<file path="src/rtl/dac_pkg.sv">
`default_nettype none
// ============================================================================
// Module   : dac_pkg
// Brief    : Shared widths, idle code and FSM encodings for the DAC TX channel
// Revision : 1.0 - initial release
// ============================================================================
package dac_pkg;
    localparam int DAC_W = 12;
    localparam logic [DAC_W-1:0] DEF_IDLE_CODE = 12'h800;

    typedef enum logic [1:0] {
        ST_IDLE     = 2'd0,
        ST_PRIME    = 2'd1,
        ST_RUN      = 2'd2,
        ST_UNDERRUN = 2'd3
    } dac_state_e;
endpackage
`default_nettype wire

</file>
<file path="src/rtl/dac_channel_tx_fifo.sv">
`default_nettype none
// ============================================================================
// Module   : sync_fifo
// Brief    : Single-clock show-ahead FIFO with registered count and flush
// Revision : 1.0 - initial release
// ============================================================================
module sync_fifo #(
    parameter int DEPTH = 16,
    parameter int WIDTH = 24
) (
    input  logic                     clk,
    input  logic                     rst,
    input  logic                     i_flush,
    input  logic                     i_push,
    input  logic                     i_pop,
    input  logic [WIDTH-1:0]         i_wdata,
    output logic [WIDTH-1:0]         o_rdata,
    output logic [$clog2(DEPTH):0]   o_count
);
    localparam int AW = $clog2(DEPTH);
    localparam int CW = AW + 1;

    logic [WIDTH-1:0] r_mem [DEPTH];
    logic [AW-1:0]    r_wptr;
    logic [AW-1:0]    r_rptr;
    logic [CW-1:0]    r_count;

    // Flush wins over a push in the same cycle, so that word is dropped.
    always_ff @(posedge clk) begin
        if (rst || i_flush) begin
            r_wptr  <= '0;
            r_rptr  <= '0;
            r_count <= '0;
        end else begin
            if (i_push) r_wptr <= r_wptr + AW'(1);
            if (i_pop)  r_rptr <= r_rptr + AW'(1);
            case ({i_push, i_pop})
                2'b10:   r_count <= r_count + CW'(1);
                2'b01:   r_count <= r_count - CW'(1);
                default: r_count <= r_count;
            endcase
        end
    end

    always_ff @(posedge clk) begin
        if (i_push && !i_flush) r_mem[r_wptr] <= i_wdata;
    end

    assign o_rdata = r_mem[r_rptr];
    assign o_count = r_count;
endmodule
`default_nettype wire

</file>
<file path="src/rtl/dac_channel_tx.sv">
`default_nettype none
// ============================================================================
// Module   : dac_channel_tx
// Brief    : Primed FIFO streaming 24-bit words onto a 12-bit DDR LVDS DAC bus
// Revision : 1.0 - initial release
// ============================================================================
module dac_channel_tx
    import dac_pkg::*;
#(
    parameter int               FIFO_DEPTH  = 16,
    parameter int               PRIME_LEVEL = 8,
    parameter logic [DAC_W-1:0] IDLE_CODE   = DEF_IDLE_CODE
) (
    input  logic                 dac_clk_i,
    input  logic                 rst_i,
    input  logic                 en_i,
    input  logic [2*DAC_W-1:0]   s_data_i,
    input  logic                 s_valid_i,
    output logic                 s_ready_o,
    output logic [DAC_W-1:0]     data_p_o,
    output logic [DAC_W-1:0]     data_n_o,
    output logic                 dci_p_o,
    output logic                 dci_n_o,
    output logic                 underrun_o,
    output logic [15:0]          underrun_cnt_o,
    output logic [1:0]           state_o
);
    localparam int                 CW        = $clog2(FIFO_DEPTH) + 1;
    localparam logic [CW-1:0]      DEPTH_C   = CW'(FIFO_DEPTH);
    localparam logic [CW-1:0]      PRIME_C   = CW'(PRIME_LEVEL);
    localparam logic [2*DAC_W-1:0] IDLE_WORD = {IDLE_CODE, IDLE_CODE};

    dac_state_e          r_state;
    dac_state_e          w_state_nxt;
    logic [CW-1:0]       w_count;
    logic [2*DAC_W-1:0]  w_fifo_rdata;
    logic [2*DAC_W-1:0]  r_out_q;
    logic                w_empty;
    logic                w_flush;
    logic                w_push;
    logic                w_pop;
    logic                w_underrun_entry;
    logic                r_underrun;
    logic [15:0]         r_underrun_cnt;
    logic                r_dci_d1;
    logic                r_dci_d2;
    logic                w_dci_q;

    assign w_empty   = (w_count == '0);
    assign s_ready_o = (r_state != ST_IDLE) && (w_count < DEPTH_C);
    assign w_push    = s_valid_i && s_ready_o;
    assign w_pop     = en_i && (r_state == ST_RUN) && !w_empty;
    assign w_flush   = !en_i || (r_state == ST_IDLE);

    sync_fifo #(
        .DEPTH (FIFO_DEPTH),
        .WIDTH (2*DAC_W)
    ) u_fifo (
        .clk     (dac_clk_i),
        .rst     (rst_i),
        .i_flush (w_flush),
        .i_push  (w_push),
        .i_pop   (w_pop),
        .i_wdata (s_data_i),
        .o_rdata (w_fifo_rdata),
        .o_count (w_count)
    );

    always_comb begin
        w_state_nxt      = r_state;
        w_underrun_entry = 1'b0;
        if (!en_i) begin
            w_state_nxt = ST_IDLE;
        end else begin
            case (r_state)
                ST_IDLE:               w_state_nxt = ST_PRIME;
                ST_PRIME, ST_UNDERRUN: if (w_count >= PRIME_C) w_state_nxt = ST_RUN;
                ST_RUN: begin
                    if (w_empty) begin
                        w_state_nxt      = ST_UNDERRUN;
                        w_underrun_entry = 1'b1;
                    end
                end
                default:               w_state_nxt = ST_IDLE;
            endcase
        end
    end

    always_ff @(posedge dac_clk_i) begin
        if (rst_i) begin
            r_state        <= ST_IDLE;
            r_out_q        <= IDLE_WORD;
            r_underrun     <= 1'b0;
            r_underrun_cnt <= 16'd0;
        end else begin
            r_state    <= w_state_nxt;
            r_out_q    <= w_pop ? w_fifo_rdata : IDLE_WORD;
            r_underrun <= w_underrun_entry;
            if (w_underrun_entry && (r_underrun_cnt != 16'hFFFF))
                r_underrun_cnt <= r_underrun_cnt + 16'd1;
        end
    end

    // Same-edge DDR register: both halves captured on the rising edge,
    // rise half presented while the clock is high, fall half while low.
    genvar gi;
    generate
        for (gi = 0; gi < DAC_W; gi++) begin : g_data_oddr
            logic r_d1;
            logic r_d2;
            logic w_q;
            always_ff @(posedge dac_clk_i) begin
                if (rst_i) begin
                    r_d1 <= IDLE_CODE[gi];
                    r_d2 <= IDLE_CODE[gi];
                end else begin
                    r_d1 <= r_out_q[DAC_W+gi];
                    r_d2 <= r_out_q[gi];
                end
            end
            assign w_q         = dac_clk_i ? r_d1 : r_d2;
            assign data_p_o[gi] = w_q;
            assign data_n_o[gi] = ~w_q;
        end
    endgenerate

    always_ff @(posedge dac_clk_i) begin
        if (rst_i) begin
            r_dci_d1 <= 1'b0;
            r_dci_d2 <= 1'b0;
        end else begin
            r_dci_d1 <= 1'b1;
            r_dci_d2 <= 1'b0;
        end
    end

    assign w_dci_q        = dac_clk_i ? r_dci_d1 : r_dci_d2;
    assign dci_p_o        = w_dci_q;
    assign dci_n_o        = ~w_dci_q;
    assign underrun_o     = r_underrun;
    assign underrun_cnt_o = r_underrun_cnt;
    assign state_o        = r_state;
endmodule
`default_nettype wire

</file>
<file path="config.mk">
export PLATFORM = sky130hd
export DESIGN_NAME = dac_channel_tx
export DESIGN_NICKNAME = d
export VERILOG_FILES = /design/src/rtl/dac_pkg.sv /design/src/rtl/dac_channel_tx_fifo.sv /design/src/rtl/dac_channel_tx.sv
export SDC_FILE = /design/constraint.sdc
export NUM_CORES = 1
export LEC_CHECK = 0
export ABC_CLOCK_PERIOD_IN_PS = 7000
export CAP_MARGIN = 20
export CORE_AREA = 3 3 272 274
export CTS_BUF_LIST = sky130_fd_sc_hd__clkbuf_8
export DETAILED_ROUTE_END_ITERATION = 10
export DIE_AREA = 0 0 275 277
export GPL_TIMING_DRIVEN = 0
export SETUP_SLACK_MARGIN = 0.15
export SLEW_MARGIN = 0
export SYNTH_ARGS = -nofsm -noshare
export SYNTH_HDL_FRONTEND = slang
export SYNTH_SLANG_ARGS = --single-unit
export TNS_END_PERCENT = 30
</file>
<file path="constraint.sdc">
create_clock -name dac_clk_i -period 7 [get_ports dac_clk_i]
set_clock_uncertainty 0.05 [all_clocks]
set_input_delay 1.4 -clock dac_clk_i [delete_from_list [all_inputs] [get_ports dac_clk_i]]
set_output_delay 1.4 -clock dac_clk_i [all_outputs]
set_load 0.02 [all_outputs]
</file>
==> flow_metrics.py <==
metrics = {
    "status": {
        "outcome": "finished with violations",
        "failing_checks": "negative setup slack",
    },
    "pwr": {
        "pwr_density_cell_nw_per_um2": 253,
        "power_w": 0.00589,
        "peakVddDrop_mv": 0.133,
        "static-leakage-power_nw": 7.66,
    },
    "cts": {
        "post_cts_hold_buffers": 0,
        "worstSkewPairLatency_ns": 0.74,
        "tritoncts": "yes",
        "clk_pin_slew_ns": 0.05,
    },
    "floorplan": {
        "initial_core_util_pct": 25.1,
        "ios": 74,
        "die_h_um": 277,
        "design.die.area_um2": 76200,
        "fp-row-count": 98,
        "coreArea_um2": 71600,
        "die-width_um": 275,
    },
    "finish": {
        "nets": 1260,
        "filler_cell_count": 6867,
        "final_layout_size_suffix_gt1_share_pct": 33.1,
        "utilization_pct": 32.5,
        "area_delta_synth_final_pct": 29.7,
    },
    "worst_setup_path": {
        "worstPathMaxFanout": 5,
        "worstSetupEndpoint": "data_p_o[3]",
        "r2r_cells": 11,
        "critical_path.startpoint": "dac_clk_i",
        "critical_path_source_type": "clock port",
        "timing.critical_path.cells": "buf_8 -> buf_8 -> buf_8 -> buf_8 -> buf_8 -> buf_8 -> buf_8 -> buf_8 -> clkbuf_1 -> clkbuf_8 -> buf_8 -> buf_6 -> buf_8 -> clkbuf_16 -> mux2i_4 -> clkbuf_8 -> buf_8 -> buf_8 -> inv_2 -> buf_6 -> buf_6",
        "rr_startpoint": "u_fifo.o_count[0]",
        "crit_path_frequent_cell": "sky130_fd_sc_hd__buf_8",
        "critical_path.reg2reg.endpoint": "u_fifo.o_count[2]",
        "timing.critical_path.required_ns": 5.55,
        "worst-setup-path-type": "clock port to output pin",
        "cp_slowest_cell": "sky130_fd_sc_hd__mux2i_4",
        "timing.reg2reg.setup_slack_ns": 3.78,
        "worst_path_largest_cell_delay_ns": 0.32,
        "worstSetupEndpointType": "output pin",
        "worstPathArrival_ns": 6.02,
    },
    "logic_synthesis": {
        "yosysWarnings": 0,
        "synthDistinctLibCells": 52,
        "yosysSeqAreaShare_pct": 73.3,
        "synth_enable_flop_cells": 384,
        "synthCells": 957,
        "synth.area.top_cells": "sky130_fd_sc_hd__edfxtp_1 64%, sky130_fd_sc_hd__mux4_2 12%, sky130_fd_sc_hd__dfxtp_1 9.0%, sky130_fd_sc_hd__mux2i_1 2.2%, sky130_fd_sc_hd__a211oi_1 1.8%",
        "syn-cell-area_um2": 18000,
        "netlist_top_cells_count": "384 x sky130_fd_sc_hd__edfxtp_1, 96 x sky130_fd_sc_hd__mux4_2, 81 x sky130_fd_sc_hd__dfxtp_1",
        "yosysTopAreaCellShare_pct": 64.2,
        "post-synth-top-area-cell": "sky130_fd_sc_hd__edfxtp_1",
        "synth-seq-cells": 465,
        "synth_fp_nets": 994,
        "yosys_most_used_dff": "sky130_fd_sc_hd__edfxtp_1",
        "average_instance_area_after_synthesis_um2": 18.8,
        "async_reset_ff_share_pct": 0,
        "most_frequent_cell_after_synthesis": "sky130_fd_sc_hd__edfxtp_1",
    },
    "timing": {
        "timing_worst_slew_pin_value_ns": 1.08,
        "crit_path_setup_slack_layout_ns": -0.475,
        "timing_max_transition_violations_final": 0,
        "slew_headroom_pct": 28.1,
        "report.final.setup_viol": 22,
        "grt_setup_unrepaired": "yes",
        "hold_violations": 0,
    },
    "routing": {
        "route.final.wire_length_um": 44500,
        "routed_via_count": 10100,
        "drt-wirelength-per-cell_um": 19.9,
        "detailedRoute.firstIterationViolations": 748,
        "via_per_inst": 4.50,
        "detail-route-antenna-nets": 0,
        "drc": 0,
        "drt_first_pass_iters": 5,
    },
    "global_routing": {
        "grt_use_total_pct": 11.8,
        "first_global_vias": 11100,
        "initial_antenna_violation_count": 2,
        "grt_start_max_net_pins": 25,
        "grt_first_pass_wirelength_um": 65600,
        "overflow": 0,
    },
    "place": {
        "gp_congestion": 0.766,
        "port_buffers": 72,
        "place.detailed.hpwl_um": 27700,
    },
    "worst_hold_path": {
        "hp_class": "register to register",
    },
    "run": {
        "drv_cap": 0,
    },
}
## metal layers
metal	wire length [µm]	vias up	GRT usage [%]	part of all wire [%]
met5	7	-	0	0.016
met3	3930	148	5.22	8.8
li1	-	4388	-	-
met4	1530	2	6.85	3.4
met2	20500	423	17.2	46
met1	18500	5123	14.4	42
## registers in the layout, indices dropped and copies added (netlist names)
register          cells
r_dci_d1              1
state_o               2
u_fifo.r_mem        384
g_data_oddr.r_d2     12
u_fifo.o_count        5
underrun_o            1
u_fifo.r_rptr         4
g_data_oddr.r_d1     12
r_out_q              24
underrun_cnt_o       16
u_fifo.r_wptr         4
## cells in the final DEF (no fill, tap or decap), types with 28 or more instances in the layout
cell type	netlist	layout
sky130_fd_sc_hd__buf_6	1	29
sky130_fd_sc_hd__edfxtp_1	384	384
sky130_fd_sc_hd__buf_4	20	28
sky130_fd_sc_hd__inv_1	21	50
sky130_fd_sc_hd__nor2b_1	47	47
sky130_fd_sc_hd__mux4_2	96	96
sky130_fd_sc_hd__clkdlybuf4s50_1	0	46
sky130_fd_sc_hd__a211oi_1	44	44
sky130_fd_sc_hd__dfxtp_1	81	81
sky130_fd_sc_hd__clkbuf_8	0	152
## repair_timing
action                     4_1_cts  5_1_grt
gates resized for setup        119       38
setup endpoints to repair       26       26
buffers inserted                11        4
cloned                           0        0
## layout make-up
type	instances	area, µm²	area share, %
sequential	465	13200	56.5
multi-input combinational	405	4640	19.9
clock buffer	208	2770	11.9
tap	950	1190	5.10
timing repair buffer	66	774	3.32
buffer	66	382	1.64
clock inverter	70	359	1.54
inverter	8	30.0	0.129
antenna	2	5.00	0.0215
## where the power goes
| part | total, W | internal (W) | switching, W |
|---|---|---|---|
| Sequential | 0.00300 | 0.00300 | 0.00000179 |
| Combinational | 0.0000663 | 0.0000220 | 0.0000442 |
| Clock | 0.00283 | 0.00158 | 0.00125 |
## cell families after synthesis
family | count (synthesis) | share of synthesized area, %
mux | 138 | 14.4
buf+inv | 87 | 2.40
simple gates | 154 | 5.21
compound gates | 94 | 3.62
xor+xnor | 10 | 0.488
fa+ha+maj | 9 | 0.627
flops | 465 | 73.3
## worst max-delay path: cells and delay by family
family	cells	cell delay, ns
buf+inv	20	2.20
mux	1	0.32
## metrics by stage
stage / hold slack (ns) / instances / setup TNS (ns) / setup WS (ns) / area (µm²)
5_1_grt: 0.387 / 2238 / -8.88 / -0.538 / 23300
2_1_floorplan: 0.339 / 957 / 0 / 0.912 / 18000
3_3_place_gp: 0.349 / 1979 / 0 / 0.333 / 19900
3_5_place_dp: 0.346 / 1999 / 0 / 0.715 / 20300
6_report: 0.356 / 2240 / -7.25 / -0.475 / 23300
4_1_cts: 0.359 / 2234 / -13.85 / -0.747 / 23200
## how the worst min path moves through the flow
stage                      from                    to  slack, ns  cells past startpoint
finish              r_out_q[23]  g_data_oddr[11].r_d1       0.36                      1
global route        r_out_q[23]  g_data_oddr[11].r_d1       0.39                      1
CTS                 r_out_q[23]  g_data_oddr[11].r_d1       0.36                      1
detailed placement  r_out_q[23]  g_data_oddr[11].r_d1       0.35                      1
global placement    r_out_q[23]  g_data_oddr[11].r_d1       0.35                      1
floorplan           r_out_q[23]  g_data_oddr[11].r_d1       0.34                      1
No activity file was read; power rests on OpenSTA's default activity.
